<file path="src/rtl/timer_phase_controller_if.sv">
// Bundles the control, configuration, timer and status signals of timer_phase_controller.
// The master side drives commands and the timer tick; the slave side is the sequencer.
interface timer_phase_controller_if #(
  parameter int NUM_PHASES = 4,
  parameter int DUR_W      = 8
);
  localparam int PH_W = $clog2(NUM_PHASES);

  logic                  start;
  logic                  stop;
  logic                  hold;
  logic                  cfg_we;
  logic [PH_W-1:0]       cfg_addr;
  logic [DUR_W-1:0]      cfg_dur;
  logic                  tick;
  logic                  timer_en;
  logic                  timer_clr;
  logic [PH_W-1:0]       phase;
  logic [NUM_PHASES-1:0] phase_onehot;
  logic [DUR_W-1:0]      remaining;
  logic                  busy;
  logic                  phase_done;
  logic                  cycle_done;

  modport master (
    output start, stop, hold, cfg_we, cfg_addr, cfg_dur, tick,
    input  timer_en, timer_clr, phase, phase_onehot, remaining, busy,
           phase_done, cycle_done
  );

  modport slave (
    input  start, stop, hold, cfg_we, cfg_addr, cfg_dur, tick,
    output timer_en, timer_clr, phase, phase_onehot, remaining, busy,
           phase_done, cycle_done
  );
endinterface

</file>
<file path="src/rtl/timer_phase_controller.sv">
// Steps a shared prescaler timer through NUM_PHASES programmable phases, counting
// DUR timer ticks per phase and pulsing phase_done / cycle_done at the boundaries.
module timer_phase_controller #(
  parameter int NUM_PHASES  = 4,
  parameter int DUR_W       = 8,
  parameter int DEFAULT_DUR = 5,
  parameter int LOOP        = 1
) (
  input  logic                      clk,
  input  logic                      reset_n,
  timer_phase_controller_if.slave   bus
);
  localparam int PH_W = $clog2(NUM_PHASES);
  localparam logic [PH_W-1:0]  LAST_PHASE = PH_W'(NUM_PHASES - 1);
  localparam logic [PH_W-1:0]  PH_ONE     = PH_W'(1);
  localparam logic [DUR_W-1:0] DUR_ONE    = DUR_W'(1);
  localparam logic [DUR_W-1:0] DUR_RESET  = DUR_W'(DEFAULT_DUR);

  typedef enum logic [1:0] {IDLE, LOAD, RUN, HOLD} state_t;

  state_t           state;
  logic [PH_W-1:0]  phase_q;
  logic [DUR_W-1:0] remaining_q;
  logic             phase_done_q;
  logic             cycle_done_q;
  logic [DUR_W-1:0] dur_table [NUM_PHASES];
  logic [DUR_W-1:0] table_dur;
  logic [DUR_W-1:0] load_dur;

  // Writes may land at any time; a running phase only sees them on its next LOAD.
  always_ff @(posedge clk) begin
    if (!reset_n) begin
      for (int i = 0; i < NUM_PHASES; i++) begin
        dur_table[i] <= DUR_RESET;
      end
    end else if (bus.cfg_we && (int'(bus.cfg_addr) < NUM_PHASES)) begin
      dur_table[bus.cfg_addr] <= bus.cfg_dur;
    end
  end

  assign table_dur = dur_table[phase_q];
  assign load_dur  = (table_dur == '0) ? DUR_ONE : table_dur;

  always_ff @(posedge clk) begin
    if (!reset_n) begin
      state        <= IDLE;
      phase_q      <= '0;
      remaining_q  <= '0;
      phase_done_q <= 1'b0;
      cycle_done_q <= 1'b0;
    end else begin
      phase_done_q <= 1'b0;
      cycle_done_q <= 1'b0;
      // stop overrides everything, including a tick that would finish the phase.
      if (bus.stop) begin
        state       <= IDLE;
        phase_q     <= '0;
        remaining_q <= '0;
      end else begin
        case (state)
          IDLE: begin
            if (bus.start) begin
              state   <= LOAD;
              phase_q <= '0;
            end
          end
          LOAD: begin
            remaining_q <= load_dur;
            state       <= RUN;
          end
          RUN: begin
            if (bus.hold) begin
              state <= HOLD;
            end else if (bus.tick) begin
              if (remaining_q > DUR_ONE) begin
                remaining_q <= remaining_q - DUR_ONE;
              end else begin
                remaining_q  <= '0;
                phase_done_q <= 1'b1;
                if (phase_q != LAST_PHASE) begin
                  phase_q <= phase_q + PH_ONE;
                  state   <= LOAD;
                end else begin
                  cycle_done_q <= 1'b1;
                  if (LOOP != 0) begin
                    phase_q <= '0;
                    state   <= LOAD;
                  end else begin
                    state <= IDLE;
                  end
                end
              end
            end
          end
          HOLD: begin
            if (!bus.hold) begin
              state <= RUN;
            end
          end
          default: state <= IDLE;
        endcase
      end
    end
  end

  // HOLD leaves timer_clr low so the timer keeps its partial prescale count.
  assign bus.timer_en     = (state == RUN);
  assign bus.timer_clr    = (state == IDLE) || (state == LOAD);
  assign bus.busy         = (state != IDLE);
  assign bus.phase        = phase_q;
  assign bus.remaining    = remaining_q;
  assign bus.phase_done   = phase_done_q;
  assign bus.cycle_done   = cycle_done_q;
  assign bus.phase_onehot = (state == IDLE) ? '0 : (NUM_PHASES'(1) << phase_q);
endmodule

</file>
<file path="src/flat_wrapper.sv">
// flat-port wrapper written by rule: the top's interface ports become plain ports
module timer_phase_controller_flat 
#(
  parameter int NUM_PHASES  = 4,
  parameter int DUR_W       = 8,
  parameter int DEFAULT_DUR = 5,
  parameter int LOOP        = 1
)
  (clk, reset_n, bus_start, bus_stop, bus_hold, bus_cfg_we, bus_cfg_addr, bus_cfg_dur, bus_tick, bus_timer_en, bus_timer_clr, bus_phase, bus_phase_onehot, bus_remaining, bus_busy, bus_phase_done, bus_cycle_done);
  timer_phase_controller_if #(.NUM_PHASES(NUM_PHASES), .DUR_W(DUR_W)) bus_i ();
  input  logic clk;
  input  logic reset_n;
  input wire logic [$bits(bus_i.start)-1:0] bus_start;
  input wire logic [$bits(bus_i.stop)-1:0] bus_stop;
  input wire logic [$bits(bus_i.hold)-1:0] bus_hold;
  input wire logic [$bits(bus_i.cfg_we)-1:0] bus_cfg_we;
  input wire logic [$bits(bus_i.cfg_addr)-1:0] bus_cfg_addr;
  input wire logic [$bits(bus_i.cfg_dur)-1:0] bus_cfg_dur;
  input wire logic [$bits(bus_i.tick)-1:0] bus_tick;
  output wire logic [$bits(bus_i.timer_en)-1:0] bus_timer_en;
  output wire logic [$bits(bus_i.timer_clr)-1:0] bus_timer_clr;
  output wire logic [$bits(bus_i.phase)-1:0] bus_phase;
  output wire logic [$bits(bus_i.phase_onehot)-1:0] bus_phase_onehot;
  output wire logic [$bits(bus_i.remaining)-1:0] bus_remaining;
  output wire logic [$bits(bus_i.busy)-1:0] bus_busy;
  output wire logic [$bits(bus_i.phase_done)-1:0] bus_phase_done;
  output wire logic [$bits(bus_i.cycle_done)-1:0] bus_cycle_done;
  assign bus_i.start = bus_start;
  assign bus_i.stop = bus_stop;
  assign bus_i.hold = bus_hold;
  assign bus_i.cfg_we = bus_cfg_we;
  assign bus_i.cfg_addr = bus_cfg_addr;
  assign bus_i.cfg_dur = bus_cfg_dur;
  assign bus_i.tick = bus_tick;
  assign bus_timer_en = bus_i.timer_en;
  assign bus_timer_clr = bus_i.timer_clr;
  assign bus_phase = bus_i.phase;
  assign bus_phase_onehot = bus_i.phase_onehot;
  assign bus_remaining = bus_i.remaining;
  assign bus_busy = bus_i.busy;
  assign bus_phase_done = bus_i.phase_done;
  assign bus_cycle_done = bus_i.cycle_done;
  timer_phase_controller #(.NUM_PHASES(NUM_PHASES), .DUR_W(DUR_W), .DEFAULT_DUR(DEFAULT_DUR), .LOOP(LOOP)) u_core (.clk(clk), .reset_n(reset_n), .bus(bus_i));
endmodule
</file>
<file path="config.mk">
export PLATFORM = sky130hd
export DESIGN_NAME = timer_phase_controller_flat
export DESIGN_NICKNAME = d
export VERILOG_FILES = /design/src/rtl/timer_phase_controller_if.sv /design/src/rtl/timer_phase_controller.sv /design/src/flat_wrapper.sv
export SDC_FILE = /design/constraint.sdc
export NUM_CORES = 1
export LEC_CHECK = 0
export CAP_MARGIN = 30
export CORE_MARGIN = 2
export CORE_UTILIZATION = 34
export CTS_CLUSTER_DIAMETER = 80
export DETAILED_ROUTE_END_ITERATION = 10
export GPL_TIMING_DRIVEN = 1
export HOLD_SLACK_MARGIN = 0.06
export PLACE_DENSITY = 0.56
export SLEW_MARGIN = 0
export SYNTH_ARGS = -nofsm -noshare
export SYNTH_HDL_FRONTEND = slang
export SYNTH_SLANG_ARGS = --single-unit
</file>
<file path="constraint.sdc">
create_clock -name clk -period 1.9 [get_ports clk]
set_input_delay 0.475 -clock clk [delete_from_list [all_inputs] [get_ports clk]]
set_output_delay 0.475 -clock clk [all_outputs]
set_load 0.01 [all_outputs]
</file>
==> results.cfg <==
[placement]
placed_cells = 360
dpl.hpwl_um = 3900
place.gp.congestion = 0.803
io_buffers = 35

[timing]
slew_viol_final = 0
rsz0062_at_grt = true
max-slew-margin-rel_pct = 74.5
maxClockFrequency_mhz = 524
setup_slack_ns = -0.00693
fin_crit_sh_pct = 100
holdWs_ns = 0.522
hold_viol_final = 0
setup_viol = 1
timing.setup.tns_ns = -0.00693
fin_worst_skew_ns = 0.00551
tightest_slew_ns = 0.374
period_needed_ns = 1.91

[power]
combPwrFrac_pct = 12.7
p_per_area_nw_per_um2 = 633
p_clk_share_pct = 28.4
leakage_nw = 1.20
p_int_w = 0.00155
irDropWorstVdd_v = 0.000357
switching_share_pct = 22.9
power.switching_w = 0.000463
seq_power_share_pct = 58.9

[detailed_routing]
met2RoutedLength_um = 2360
vias_per_cell = 4.82
top_layer_used = met4
wl_met1_um = 2300
met3_length_um = 230
final_antenna_net_count = 0
drc = 0
wire_per_inst_um = 13.4
drt-pass1-iter-count = 4
vias = 1772
drt_wl_total_um = 4930
drt_iter0_markers = 53

[floorplanning]
dieArea_sq_um = 7700
die_h_um = 87.8
io_pins = 36
start_util_pct = 35.1
coreArea_sq_um = 6790
rows = 30
die_w_um = 87.8

[job]
drv_cap = 0

[cells_and_area]
drive_gt1_share_pct = 23.5
fin_cells = 368
insertedDiodeCount = 0
fin_nets = 295
fin_util_pct = 46.9
n_fill_cell = 659
area_growth_pct = 33.5

[setup_path]
reg2reg_setup_slack_ns = -0.007
cp-start-kind = register
path_max_fanout = 5
cp.arrival_ns = 2.13
worstSetupPathType = register to register
endpoint_kind = register
cp.required_ns = 2.12

[grt]
grt_pass1_wl_um = 8150
grt_pass1_vias = 1654
grt_max_degree = 15
antenna_found_initial = 0
grt-ovfl-total = 0
grtUsageTotal_pct = 13.7

[clock_tree]
clk_pin_slew_worst_paths_ns = 0.08
cts_root_buf = clkbuf_8
cts.htree.levels = 2
clk_path_buf_depth = 2
cts_buffers = 5
numClockSinks = 48
insertion_delay_ns = 0.29
cts_tree = yes

[logic_synthesis]
yosysTopAreaCell = edfxtp_1
yosys_warnings = 0
synth.yosys.seq_area_share_pct = 53.7
synth.top_cell.area_share_pct = 40.3
postSynthNetCount = 224
synth_cell_types = 47
syn_inst = 201
synth-seq-cells = 48
syn_avg_cell_area_sq_um = 11.9
yosys-top-cells-area = edfxtp_1, dfxtp_1, mux4_1
syn_area_sq_um = 2390

[run_status]
violations = setup timing
status = finished, violations left

[min_path]
min_path_type = register to register
min-delay-start = u_core.bus.remaining[3]
[registers in the layout (all words and copies together), names as in the netlist, named ones only]
signal and flops:
u_core.bus.phase 2, u_core.state 2, u_core.dur_table 32, u_core.bus.phase_done 1
u_core.bus.cycle_done 1, u_core.bus.remaining 8
[cell type report]
type                    instances  area [sq um]  area share [%]
multi-input cells             139          1050            33.1
flip-flops and latches         48          1290            40.6
clock inverters                 2          12.5           0.393
inverters                       9          36.3            1.14
clock buffers                   5          68.8            2.16
repair buffers                 69           599            18.8
well taps                      96           120            3.77
[worst paths after layout]
kind	end	depth (start not counted)
worst min register to register	u_core.bus.remaining[3]	2
worst max-delay path	u_core.bus.remaining[0]	5
worst min-delay path	u_core.bus.remaining[3]	2
worst max register to register	u_core.bus.remaining[0]	5
[synth_stat cells (all sizes together)]
master and instances:
o211ai 1, nor2 7, and3 6, ha 6
a21boi 1, nor3 7, a32oi 1, a211o 1
inv 9, a21oi 13, a21bo 1, or3 4
and3b 1, a31o 1, and2b 1, nor3b 2
edfxtp 32, dfxtp 16, and2 19, buf 2
nand2b 11, o22ai 3, nor2b 5, mux4 8
or4 3, o41a 1, a211oi 2, mux2i 1
nor4 3, or2 3, a2111oi 1, or2b 1
o31ai 2, nand4 2, nand2 10, clkbuf 3
o21ai 5, nand3 6
[per-stage QoR]
step | worst slack [ns] | area (sq um) | power, W
finish | -0.00693 | 3190 | 0.00202
global route | -0.0861 | 3190 | 0.00210
CTS | -0.0349 | 3160 | 0.00203
detailed placement | -0.146 | 3070 | 0.00147
global placement | -0.136 | 3070 | 0.00147
floorplan | 0.0267 | 2390 | 0.00132
[critical path, cell delays in order (launching register included)]
cell       delay (ns)
dfxtp_4          0.40
mux4_2           0.51
or4_4            0.55
nor4_2           0.15
a2111oi_0        0.10
nor3_1           0.13
[routing by layer]
metal	vias up	track usage, %
li1	890	-
met1	825	19.0
met2	53	22.5
met3	4	2.54
met4	0	3.36
met5	-	0
[logic make-up after synthesis]
kind of cell,share of synthesized area [%]
DFF,53.7
AOI/OAI and AO/OA,8.97
muxes,8.76
and+or+nand+nor,22.3
buffers and inverters,3.09
adders and majority gates,3.15
[power by group through the flow]
stage | combinational (W) | sequential (W) | clock [W]
after floorplan | 0.000117 | 0.00121 | 0
after global placement | 0.000253 | 0.00121 | 0
after detailed placement | 0.000253 | 0.00121 | 0
after CTS | 0.000253 | 0.00119 | 0.000591
after global routing | 0.000282 | 0.00119 | 0.000623
final | 0.000257 | 0.00119 | 0.000573
[placed cells by master (no fill, tap or decap), types with 5 or more instances in the layout]
master           netlist  routed
a21oi_1               13      13
and2_1                19      19
and3_1                 6       6
buf_4                  0      34
clkbuf_8               1       5
clkdlybuf4s50_1        0      30
dfxtp_1               16      10
dlygate4sd2_1          0       5
edfxtp_1              32      32
ha_1                   6       6
inv_1                  8       8
mux4_1                 5       5
nand2_1               10      10
nand2b_1              10      10
nand3_1                6       6
nor2b_1                5       5
nor3_1                 6       6
[what timing repair did]
action                                  4_1_cts  5_1_grt
endpoints found under the setup margin        7        9
endpoints found under the hold margin         0        0
hold buffers                                  0        0
pin swaps                                     0        1
resized for setup                            12        7
setup buffers                                 0        1
gates cloned                                  0        0
Note: power is estimated with default switching activity, not from simulation.
